[config.mk]
export PLATFORM = sky130hd
export DESIGN_NAME = bullet_update_engine
export DESIGN_NICKNAME = d
export VERILOG_FILES = /design/src/rtl/bullet_update_engine.sv
export SDC_FILE = /design/constraint.sdc
export NUM_CORES = 1
export LEC_CHECK = 0
export CORE_ASPECT_RATIO = 0.9
export CORE_MARGIN = 2
export CORE_UTILIZATION = 40
export DETAILED_ROUTE_END_ITERATION = 12
export DONT_BUFFER_PORTS = 1
export GPL_TIMING_DRIVEN = 0
export SYNTH_ARGS = -nofsm -noshare
export SYNTH_HDL_FRONTEND = slang
export SYNTH_SLANG_ARGS = --single-unit
[constraint.sdc]
create_clock -name clk -period 4.01 [get_ports clk]
set_input_delay 0.401 -clock clk [delete_from_list [all_inputs] [get_ports clk]]
set_output_delay 0.401 -clock clk [all_outputs]
set_load 0.005 [all_outputs]
[src/rtl/bullet_update_engine.sv]
// ---------------------------------------------------------------------------
// bullet_update_engine
//
// Purpose:
//   Moves every bullet stored in BulletRAM once per video frame so the CPU
//   does not have to. The engine owns the single BulletRAM port and shares
//   it with the CPU. The CPU always wins; the engine only uses idle cycles
//   for its per-frame read-modify-write sweep. Bullets that leave the
//   X_MAX x Y_MAX playfield are retired by clearing their active bit.
//
// Entry layout (32 bits):
//   [31] active, [30:21] x, [20:11] y, [10:6] vx (signed), [5:1] vy (signed),
//   [0] owner
//
// Ports:
//   clk          system clock, sole clock
//   reset        asynchronous active-high reset
//   enable       a sweep may only start while high
//   frame_start  one-cycle pulse at the start of vertical blank
//   cpu_wEn      CPU write strobe
//   cpu_readEn   CPU read strobe
//   cpu_addr     CPU entry index
//   cpu_dataIn   CPU write data
//   cpu_dataOut  CPU read data, valid one cycle after cpu_readEn and held
//                until the next CPU read
//   ram_wEn      BulletRAM write enable
//   ram_readEn   BulletRAM read enable
//   ram_addr     BulletRAM index
//   ram_dataIn   BulletRAM write data
//   ram_dataOut  BulletRAM read data, valid one cycle after ram_readEn
//   busy         high while a sweep is in progress
//   done         one-cycle pulse when a sweep completes
//   overrun      sticky: frame_start seen while busy; cleared only by reset
// ---------------------------------------------------------------------------
module bullet_update_engine #(
  parameter int DEPTH         = 64,
  parameter int ADDRESS_WIDTH = 6,
  parameter int X_MAX         = 640,
  parameter int Y_MAX         = 480
) (
  input  logic                     clk,
  input  logic                     reset,
  input  logic                     enable,
  input  logic                     frame_start,
  input  logic                     cpu_wEn,
  input  logic                     cpu_readEn,
  input  logic [ADDRESS_WIDTH-1:0] cpu_addr,
  input  logic [31:0]              cpu_dataIn,
  output logic [31:0]              cpu_dataOut,
  output logic                     ram_wEn,
  output logic                     ram_readEn,
  output logic [ADDRESS_WIDTH-1:0] ram_addr,
  output logic [31:0]              ram_dataIn,
  input  logic [31:0]              ram_dataOut,
  output logic                     busy,
  output logic                     done,
  output logic                     overrun
);

  // Sweep states
  localparam logic [2:0] IDLE = 3'd0;
  localparam logic [2:0] RD   = 3'd1;
  localparam logic [2:0] WT   = 3'd2;
  localparam logic [2:0] WR   = 3'd3;
  localparam logic [2:0] DONE = 3'd4;

  localparam logic [ADDRESS_WIDTH-1:0] LAST_IDX = ADDRESS_WIDTH'(DEPTH - 1);
  localparam logic signed [10:0]       X_LIMIT  = 11'(X_MAX);
  localparam logic signed [10:0]       Y_LIMIT  = 11'(Y_MAX);

  logic [2:0]               state_q, state_d;
  logic [ADDRESS_WIDTH-1:0] idx_q, idx_d;
  logic [31:0]              entry_q, entry_d;
  logic [31:0]              hold_q;
  logic                     cpuRdD1_q;
  logic                     overrun_q;

  logic                     cpuAccess;
  logic                     cpuHitsIdx;
  logic                     lastIdx;
  logic [2:0]               advanceState;
  logic [ADDRESS_WIDTH-1:0] advanceIdx;
  logic                     engRead;
  logic                     engWrite;

  logic signed [10:0]       posX, posY, velX, velY, nextX, nextY;
  logic                     offField;
  logic [31:0]              movedEntry;

  // Any CPU strobe claims the RAM port for this cycle.
  assign cpuAccess = cpu_wEn | cpu_readEn;

  // A CPU write to the entry the engine is working on makes the engine's
  // copy stale, so the engine drops its write for that entry.
  assign cpuHitsIdx = cpu_wEn && (cpu_addr == idx_q);

  // Step to the next entry, or finish after the last one (no wrap).
  assign lastIdx      = (idx_q == LAST_IDX);
  assign advanceState = lastIdx ? DONE : RD;
  assign advanceIdx   = lastIdx ? idx_q : idx_q + 1'b1;

  // Position update at 11 bits signed. Positions are zero-extended, speeds
  // sign-extended. An out-of-range result (including a positive overflow
  // that wraps negative) retires the bullet with its old position kept.
  always_comb begin
    posX       = {1'b0, ram_dataOut[30:21]};
    posY       = {1'b0, ram_dataOut[20:11]};
    velX       = {{6{ram_dataOut[10]}}, ram_dataOut[10:6]};
    velY       = {{6{ram_dataOut[5]}}, ram_dataOut[5:1]};
    nextX      = posX + velX;
    nextY      = posY + velY;
    offField   = (nextX < 11'sd0) || (nextX >= X_LIMIT) ||
                 (nextY < 11'sd0) || (nextY >= Y_LIMIT);
    movedEntry = offField ? {1'b0, ram_dataOut[30:0]}
                          : {ram_dataOut[31], nextX[9:0], nextY[9:0], ram_dataOut[10:0]};
  end

  // Sweep sequencing. RD and WR wait politely for a CPU-free cycle; WT uses
  // no port and always moves on.
  always_comb begin
    state_d  = state_q;
    idx_d    = idx_q;
    entry_d  = entry_q;
    engRead  = 1'b0;
    engWrite = 1'b0;
    case (state_q)
      IDLE: begin
        if (frame_start && enable) begin
          idx_d   = '0;
          state_d = RD;
        end
      end
      RD: begin
        if (!cpuAccess) begin
          engRead = 1'b1;
          state_d = WT;
        end
      end
      WT: begin
        entry_d = movedEntry;
        if (cpuHitsIdx || !ram_dataOut[31]) begin
          idx_d   = advanceIdx;
          state_d = advanceState;
        end else begin
          state_d = WR;
        end
      end
      WR: begin
        if (cpuHitsIdx) begin
          idx_d   = advanceIdx;
          state_d = advanceState;
        end else if (!cpuAccess) begin
          engWrite = 1'b1;
          idx_d    = advanceIdx;
          state_d  = advanceState;
        end
      end
      DONE: begin
        state_d = IDLE;
      end
      default: begin
        state_d = IDLE;
      end
    endcase
  end

  // RAM port mux: CPU strobes pass straight through. A simultaneous
  // read and write from the CPU is treated as a write.
  always_comb begin
    if (cpuAccess) begin
      ram_wEn    = cpu_wEn;
      ram_readEn = cpu_readEn & ~cpu_wEn;
      ram_addr   = cpu_addr;
      ram_dataIn = cpu_dataIn;
    end else begin
      ram_wEn    = engWrite;
      ram_readEn = engRead;
      ram_addr   = idx_q;
      ram_dataIn = entry_q;
    end
  end

  // State, sweep index, entry buffer, CPU read pipeline and sticky overrun.
  always_ff @(posedge clk or posedge reset) begin
    if (reset) begin
      state_q   <= IDLE;
      idx_q     <= '0;
      entry_q   <= '0;
      hold_q    <= '0;
      cpuRdD1_q <= 1'b0;
      overrun_q <= 1'b0;
    end else begin
      state_q   <= state_d;
      idx_q     <= idx_d;
      entry_q   <= entry_d;
      cpuRdD1_q <= cpu_readEn;
      if (cpuRdD1_q) begin
        hold_q <= ram_dataOut;
      end
      if (frame_start && busy) begin
        overrun_q <= 1'b1;
      end
    end
  end

  // CPU sees fresh RAM data in the cycle after its read, the held copy
  // otherwise.
  assign cpu_dataOut = cpuRdD1_q ? ram_dataOut : hold_q;

  assign busy    = (state_q != IDLE);
  assign done    = (state_q == DONE);
  assign overrun = overrun_q;

endmodule

==> impl_metrics.env, run 1 <==
export IMPL_timing_rr_end="entry_q[13]"
export IMPL_dp_slack_ns=0.755
export IMPL_postPlaceCellArea_sq_um=5130
export IMPL_routed_wl_um=12700
export IMPL_placed_cells=653
export IMPL_vias=3761
export IMPL_critPathLaunchType="input pin"
export IMPL_p_per_area_nw_per_um2=506
export IMPL_cp_arrival_ns=3.08
export IMPL_worstSetupStartpoint="ram_dataOut[6]"
export IMPL_max_clock_freq_mhz=346
export IMPL_path_clk_slew_ns=0.06
export IMPL_ant_nets=0
export IMPL_cts_buffer_depth=2
export IMPL_setup_ws_ns=1.12
export IMPL_worstSetupEndpointType="flip-flop"
export IMPL_stdcell_area_sq_um=5450
export IMPL_finalHoldViolCount=0
export IMPL_cts_tree="done"
export IMPL_fp_dieArea_sq_um=13200
export IMPL_yosysSeqAreaShare_pct=38.3
export IMPL_clkLatencyLatePin_ns=0.34
export IMPL_worstPathRequired_ns=4.19
export IMPL_n_antenna_cell=0
export IMPL_finalSetupViolCount=0
export IMPL_p_sw_share_pct=33.4
export IMPL_reg2reg_depth=6
export IMPL_port_buffers=0
export IMPL_start_util_pct=40.8
export IMPL_first_iter_violations=273
export IMPL_drive_gt1_share_pct=22.2
export IMPL_grt_pass1_wl_um=19200
export IMPL_yosys_warnings=0
export IMPL_whs_path_depth=0
export IMPL_rsz0062_at_grt="false"
export IMPL_synth_ff_type="dfrtp_1"
export IMPL_min_period_ns=2.89
export IMPL_ios=151
export IMPL_root_buffer="clkbuf_16"
export IMPL_seqPwrFrac_pct=39.3
export IMPL_timing_slew_headroom_pct=42.9
export IMPL_async_flop_share_pct=100
export IMPL_numCtsBuffers=9
export IMPL_critPathCapture="entry_q[26]"
export IMPL_fin_hold_ws_ns=0.0834
export IMPL_final_max_slew_viol_count=0
export IMPL_synth_nets=591
export IMPL_p_switching_mw=0.920
export IMPL_rows=38
export IMPL_r2r_setup_slack_ns=1.46
export IMPL_grt_pass1_vias=3639
export IMPL_dp_hpwl_um=9620
export IMPL_cts_repair_resized=0
export IMPL_place_congestion=0.814
export IMPL_final_setup_tns_ns=0
export IMPL_stdcell_count=670
export IMPL_drv_cap=0
export IMPL_fillers=1138
export IMPL_combPwrFrac_pct=30.8
export IMPL_cp_max_fo=10
export IMPL_syn_to_final_growth_pct=11.1
export IMPL_core_sq_um=12000
export IMPL_syn_inst=492
export IMPL_total_power_mw=2.76
export IMPL_synth_cell_type_count=66
export IMPL_ctsHtreeMaxLevel=3
export IMPL_synth_cell_area_sq_um=4900
export IMPL_drc_errors=0
export IMPL_status="completed"
export IMPL_holdCritPathClass="in -> reg"
export IMPL_synth_top_cell_by_area="dfrtp_1"
export IMPL_routedWlPerCell_um=18.9
export IMPL_grt_antenna_before_repair=0
export IMPL_synth_seq_cells=75
export IMPL_clock_sinks=75
export IMPL_ir_worst_vdd_mv=0.257
export IMPL_grt_max_degree=44
export IMPL_fin_crit_sh_pct=72.2
export IMPL_dr_pass1_iters=4
export IMPL_viasPerCell=5.61
export IMPL_synthTopCellsByArea="dfrtp_1 38%, mux2_2 16%, ha_1 5.4%, nand2_1 4.2%, nor2_1 3.4%"
export IMPL_leakagePower_nw=2.25
export IMPL_pwr_share_clk_pct=29.9
export IMPL_timing_rr_start="state_q[2]"
export IMPL_die_w_um=121
export IMPL_tightest_slew_ns=0.857
export IMPL_syn_area_per_cell_sq_um=9.97
export IMPL_worst_clock_skew_ns=0.00559
export IMPL_synth_edf_count=0
export IMPL_grtUsageTotal_pct=19.3
export IMPL_overflow=0
export IMPL_path_class="in -> reg"
export IMPL_post_route_util_pct=45.3
export IMPL_synth_top_area_share_pct=38.3
export IMPL_p_int_mw=1.84
export IMPL_fin_nets=604
export IMPL_die_h_um=109
-- critical path, cell delays in order --
cell,delay [ns]
ha_1,0.22
fa_1,0.45
a211oi_1,0.30
o21ai_1,0.12
a21oi_1,0.23
mux2i_2,0.29
nand4_4,0.16
nor3_4,0.33
buf_6,0.24
mux2i_1,0.23
a21oi_1,0.10
-- worst min path at each step --
stage,start,to
floorplan,cpu_readEn,cpuRdD1_q
global placement,cpu_readEn,cpuRdD1_q
detailed placement,reset,hold_q[4]
CTS,cpu_readEn,cpuRdD1_q
global route,cpu_readEn,cpuRdD1_q
finish,cpu_readEn,cpuRdD1_q
-- cell usage after synthesis, drive strengths merged (2+ instances only) --
cell	count
buf	7
nor3	9
inv	15
nor4	2
a21oi	33
a2111oi	3
o311ai	2
o2111ai	2
xor2	5
and3b	2
a211o	4
ha	21
o21a	8
o31a	2
nor2	46
o211a	2
nand4	3
a31oi	2
fa	2
o21ai	25
clkbuf	17
nor3b	3
xnor2	9
a211oi	4
dfrtp	75
a21o	5
o211ai	4
mux2	71
nand3	9
o31ai	4
nand2b	5
nand2	55
nor2b	6
mux2i	16
-- power by group through the flow --
stage	logic, mW	clock network [mW]	registers (mW)
floorplan	0.691	0	1.04
global placement	0.830	0	1.09
detailed placement	0.850	0	1.09
CTS	0.857	0.851	1.08
global route	0.963	0.879	1.11
finish	0.849	0.825	1.08
-- layout by cell type (no fill, tap or decap), types with 14 or more instances in the layout --
| master | synthesis | routed |
|---|---|---|
| mux2_2 | 71 | 71 |
| nor2_1 | 45 | 45 |
| clkbuf_1 | 17 | 18 |
| inv_1 | 15 | 14 |
| mux2i_1 | 15 | 15 |
| o21ai_0 | 16 | 16 |
| dfrtp_1 | 75 | 75 |
| nand2_1 | 55 | 55 |
| a21oi_1 | 31 | 31 |
| ha_1 | 21 | 21 |
-- area by class of cell --
type,instances,area [sq um],share of cell area [%]
timing repair buffer,2,37.5,0.689
sequential,75,1880,34.4
tap,160,200,3.67
clock buffer,12,256,4.71
multi-input combinational,378,2860,52.4
clock inverter,4,48.8,0.896
buffer,24,114,2.09
inverter,15,58.8,1.08
-- routing by layer --
layer,wire [um],part of all wire (%),vias up,track usage [%]
li1,-,-,1795,-
met1,5550,44,1837,24.6
met2,6130,48,121,31.9
met3,827,6.5,8,6.54
met4,144,1.1,0,4.73
met5,0,0,-,0
-- kinds of logic (layout without fill, tap and decap cells) --
kind of cell | count (synthesis) | after routing | share of synthesized area [%]
simple gates | 145 | 145 | 14.4
fa+ha+maj | 23 | 23 | 6.18
flops | 75 | 75 | 38.3
buf+inv | 39 | 57 | 3.47
compound gates | 109 | 109 | 15.5
xor+xnor | 14 | 14 | 2.50
mux | 87 | 87 | 19.6
-- repair_timing --
item | 4_1_cts | 5_1_grt
endpoints found under the hold margin | 32 | 0
hold buffers | 1 | 0
setup buffers | 0 | 0
endpoints found under the setup margin | 0 | 0
-- flip-flops by register name, indices dropped and copies added, names as in the netlist --
register and count:
idx_q 6, cpuRdD1_q 1, overrun 1, hold_q 32, entry_q 32, state_q 3
No activity file was read; power rests on OpenSTA's default activity.
==> inputs of run 2 (changes only) <==
==> constraint.sdc (replaced) <==
create_clock -name clk -period 2.5 [get_ports clk]
set_input_delay 0.25 -clock clk [delete_from_list [all_inputs] [get_ports clk]]
set_output_delay 0.25 -clock clk [all_outputs]
set_load 0.005 [all_outputs]
==> run 2 against run 1 <==
Net effect: routed wire length is 0.41% lower; sequential cell count unchanged; combinational power rose by 66%; critical path type unchanged; critical endpoint is now entry_q[13].
==> impl_metrics.env, run 2 (synthesized netlist as in run 1, its figures left out) <==
export IMPL_ant_nets=0
export IMPL_dr_pass1_iters=4
export IMPL_min_period_ns=2.43
export IMPL_grtUsageTotal_pct=18.8
export IMPL_critPathMaxStageDelay_ns=0.39
export IMPL_finalHoldViolCount=0
export IMPL_ir_worst_vdd_mv=0.386
export IMPL_grt_max_degree=45
export IMPL_total_power_mw=4.56
export IMPL_grt_pass1_vias=3673
export IMPL_stdcell_area_sq_um=5590
export IMPL_first_iter_violations=161
export IMPL_cp_slowest_cell="fa_2"
export IMPL_whs_path_depth=2
export IMPL_holdCritPathClass="in -> reg"
export IMPL_cts_tree="done"
export IMPL_ios=151
export IMPL_drv_cap=0
export IMPL_place_congestion=0.829
export IMPL_clock_sinks=75
export IMPL_path_cells="ha_4 -> fa_2 -> a211oi_2 -> o21ai_1 -> a21oi_2 -> mux2i_2 -> nand4_4 -> nor3_4 -> buf_12 -> buf_6 -> mux2i_1 -> a21oi_1"
export IMPL_vias=3752
export IMPL_dp_hpwl_um=9530
export IMPL_port_buffers=0
export IMPL_cts_buffer_depth=2
export IMPL_holdPathEnd="entry_q[5]"
export IMPL_grt_pass1_wl_um=18900
export IMPL_p_per_area_nw_per_um2=816
export IMPL_root_buffer="clkbuf_16"
export IMPL_timing_rr_start="state_q[2]"
export IMPL_overflow=0
export IMPL_grt_antenna_before_repair=0
export IMPL_viasPerCell=5.56
export IMPL_max_clock_freq_mhz=412
export IMPL_syn_to_final_growth_pct=14.0
export IMPL_path_clk_slew_ns=0.06
export IMPL_ctsHtreeMaxLevel=3
export IMPL_timing_slew_headroom_pct=49.5
export IMPL_final_max_slew_viol_count=0
export IMPL_fp_dieArea_sq_um=13200
export IMPL_critPathLaunchType="input pin"
export IMPL_r2r_setup_slack_ns=0.28
export IMPL_final_common_cell="dfrtp_1"
export IMPL_cp_top_family="compound AO/OA/AOI/OAI gates"
export IMPL_routedWlPerCell_um=18.7
export IMPL_setup_ws_ns=0.0746
export IMPL_finalSetupViolCount=0
export IMPL_worstSetupEndpointType="flip-flop"
export IMPL_worst_clock_skew_ns=0.00895
export IMPL_cp_arrival_ns=2.64
export IMPL_die_h_um=109
export IMPL_core_sq_um=12000
export IMPL_post_route_util_pct=46.5
export IMPL_drive_gt1_share_pct=24.7
export IMPL_min_from="ram_dataOut[5]"
export IMPL_timing_rr_end="entry_q[15]"
export IMPL_tightest_slew_ns=0.757
export IMPL_start_util_pct=40.8
export IMPL_n_antenna_cell=0
export IMPL_dp_slack_ns=-0.300
export IMPL_die_w_um=121
export IMPL_clkLatencyLatePin_ns=0.34
export IMPL_drc_errors=0
export IMPL_reg2reg_depth=6
export IMPL_placed_cells=653
export IMPL_status="completed"
export IMPL_worstPathRequired_ns=2.71
export IMPL_fin_nets=609
export IMPL_numCtsBuffers=9
export IMPL_final_setup_tns_ns=0
export IMPL_worstSetupStartpoint="ram_dataOut[6]"
export IMPL_rows=38
export IMPL_path_class="in -> reg"
export IMPL_stdcell_count=675
export IMPL_postPlaceCellArea_sq_um=5160
export IMPL_fin_crit_sh_pct=97.0
export IMPL_layout_common_cells="75 x dfrtp_1, 70 x mux2_2, 55 x nand2_1, 45 x nor2_1, 30 x a21oi_1"
export IMPL_fin_hold_ws_ns=0.0183
export IMPL_cp_max_fo=10
export IMPL_leakagePower_nw=2.30
export IMPL_routed_wl_um=12600
export IMPL_top_regs="entry_q (32), hold_q (32), idx_q (6)"
export IMPL_critPathBufInv=2
==> run 2: changes by cell type in the layout (fill, tap and decap cells not counted), moves of 2 or more <==
cell	change
ha_1	-2
clkbuf_1	-3
fa_1	-2
clkinvlp_4	+2
buf_4	+2
clkbuf_2	+2
fa_2	+2
==> run 2: where the power goes <==
group	leakage, nW	total (mW)	switching, mW	internal [mW]
logic	1.25	1.41	0.804	0.605
clock network	0.155	1.41	0.514	0.900
registers	0.888	1.74	0.197	1.54
==> run 2: how the worst max path moves through the flow <==
stage	slack, ns	cells past startpoint	to
final	0.07	12	entry_q[13]
after global placement	-0.60	1	hold_q[1]
after detailed placement	-0.30	11	entry_q[17]
after global routing	-0.001	12	entry_q[27]
after CTS	0.04	11	entry_q[27]
after floorplan	-0.003	11	entry_q[26]
==> run 2: layout make-up <==
cell class | count | area (sq um)
flip-flops and latches | 75 | 1880
inverters | 15 | 58.8
clock buffers | 10 | 239
multi-input cells | 378 | 2900
clock inverters | 6 | 88.8
repair buffers | 7 | 108
plain buffers | 24 | 120
fillers | 1141 | 6440
well taps | 160 | 200
==> run 2: per-layer routing <==
metal / part of all wire (%) / global-route usage [%]
met1: 46 / 25.3
met2: 45 / 29.3
met4: 2.3 / 6.73
met3: 7.0 / 5.18
met5: 0 / 0
==> run 2: repair_timing <==
item                                   CTS  global route
setup buffers                            0             3
pin swaps                                0             1
setup endpoints to repair               10            14
resized for setup                        1             6
endpoints found under the hold margin   32             0
gates cloned                             0             1
hold buffers                             2             0
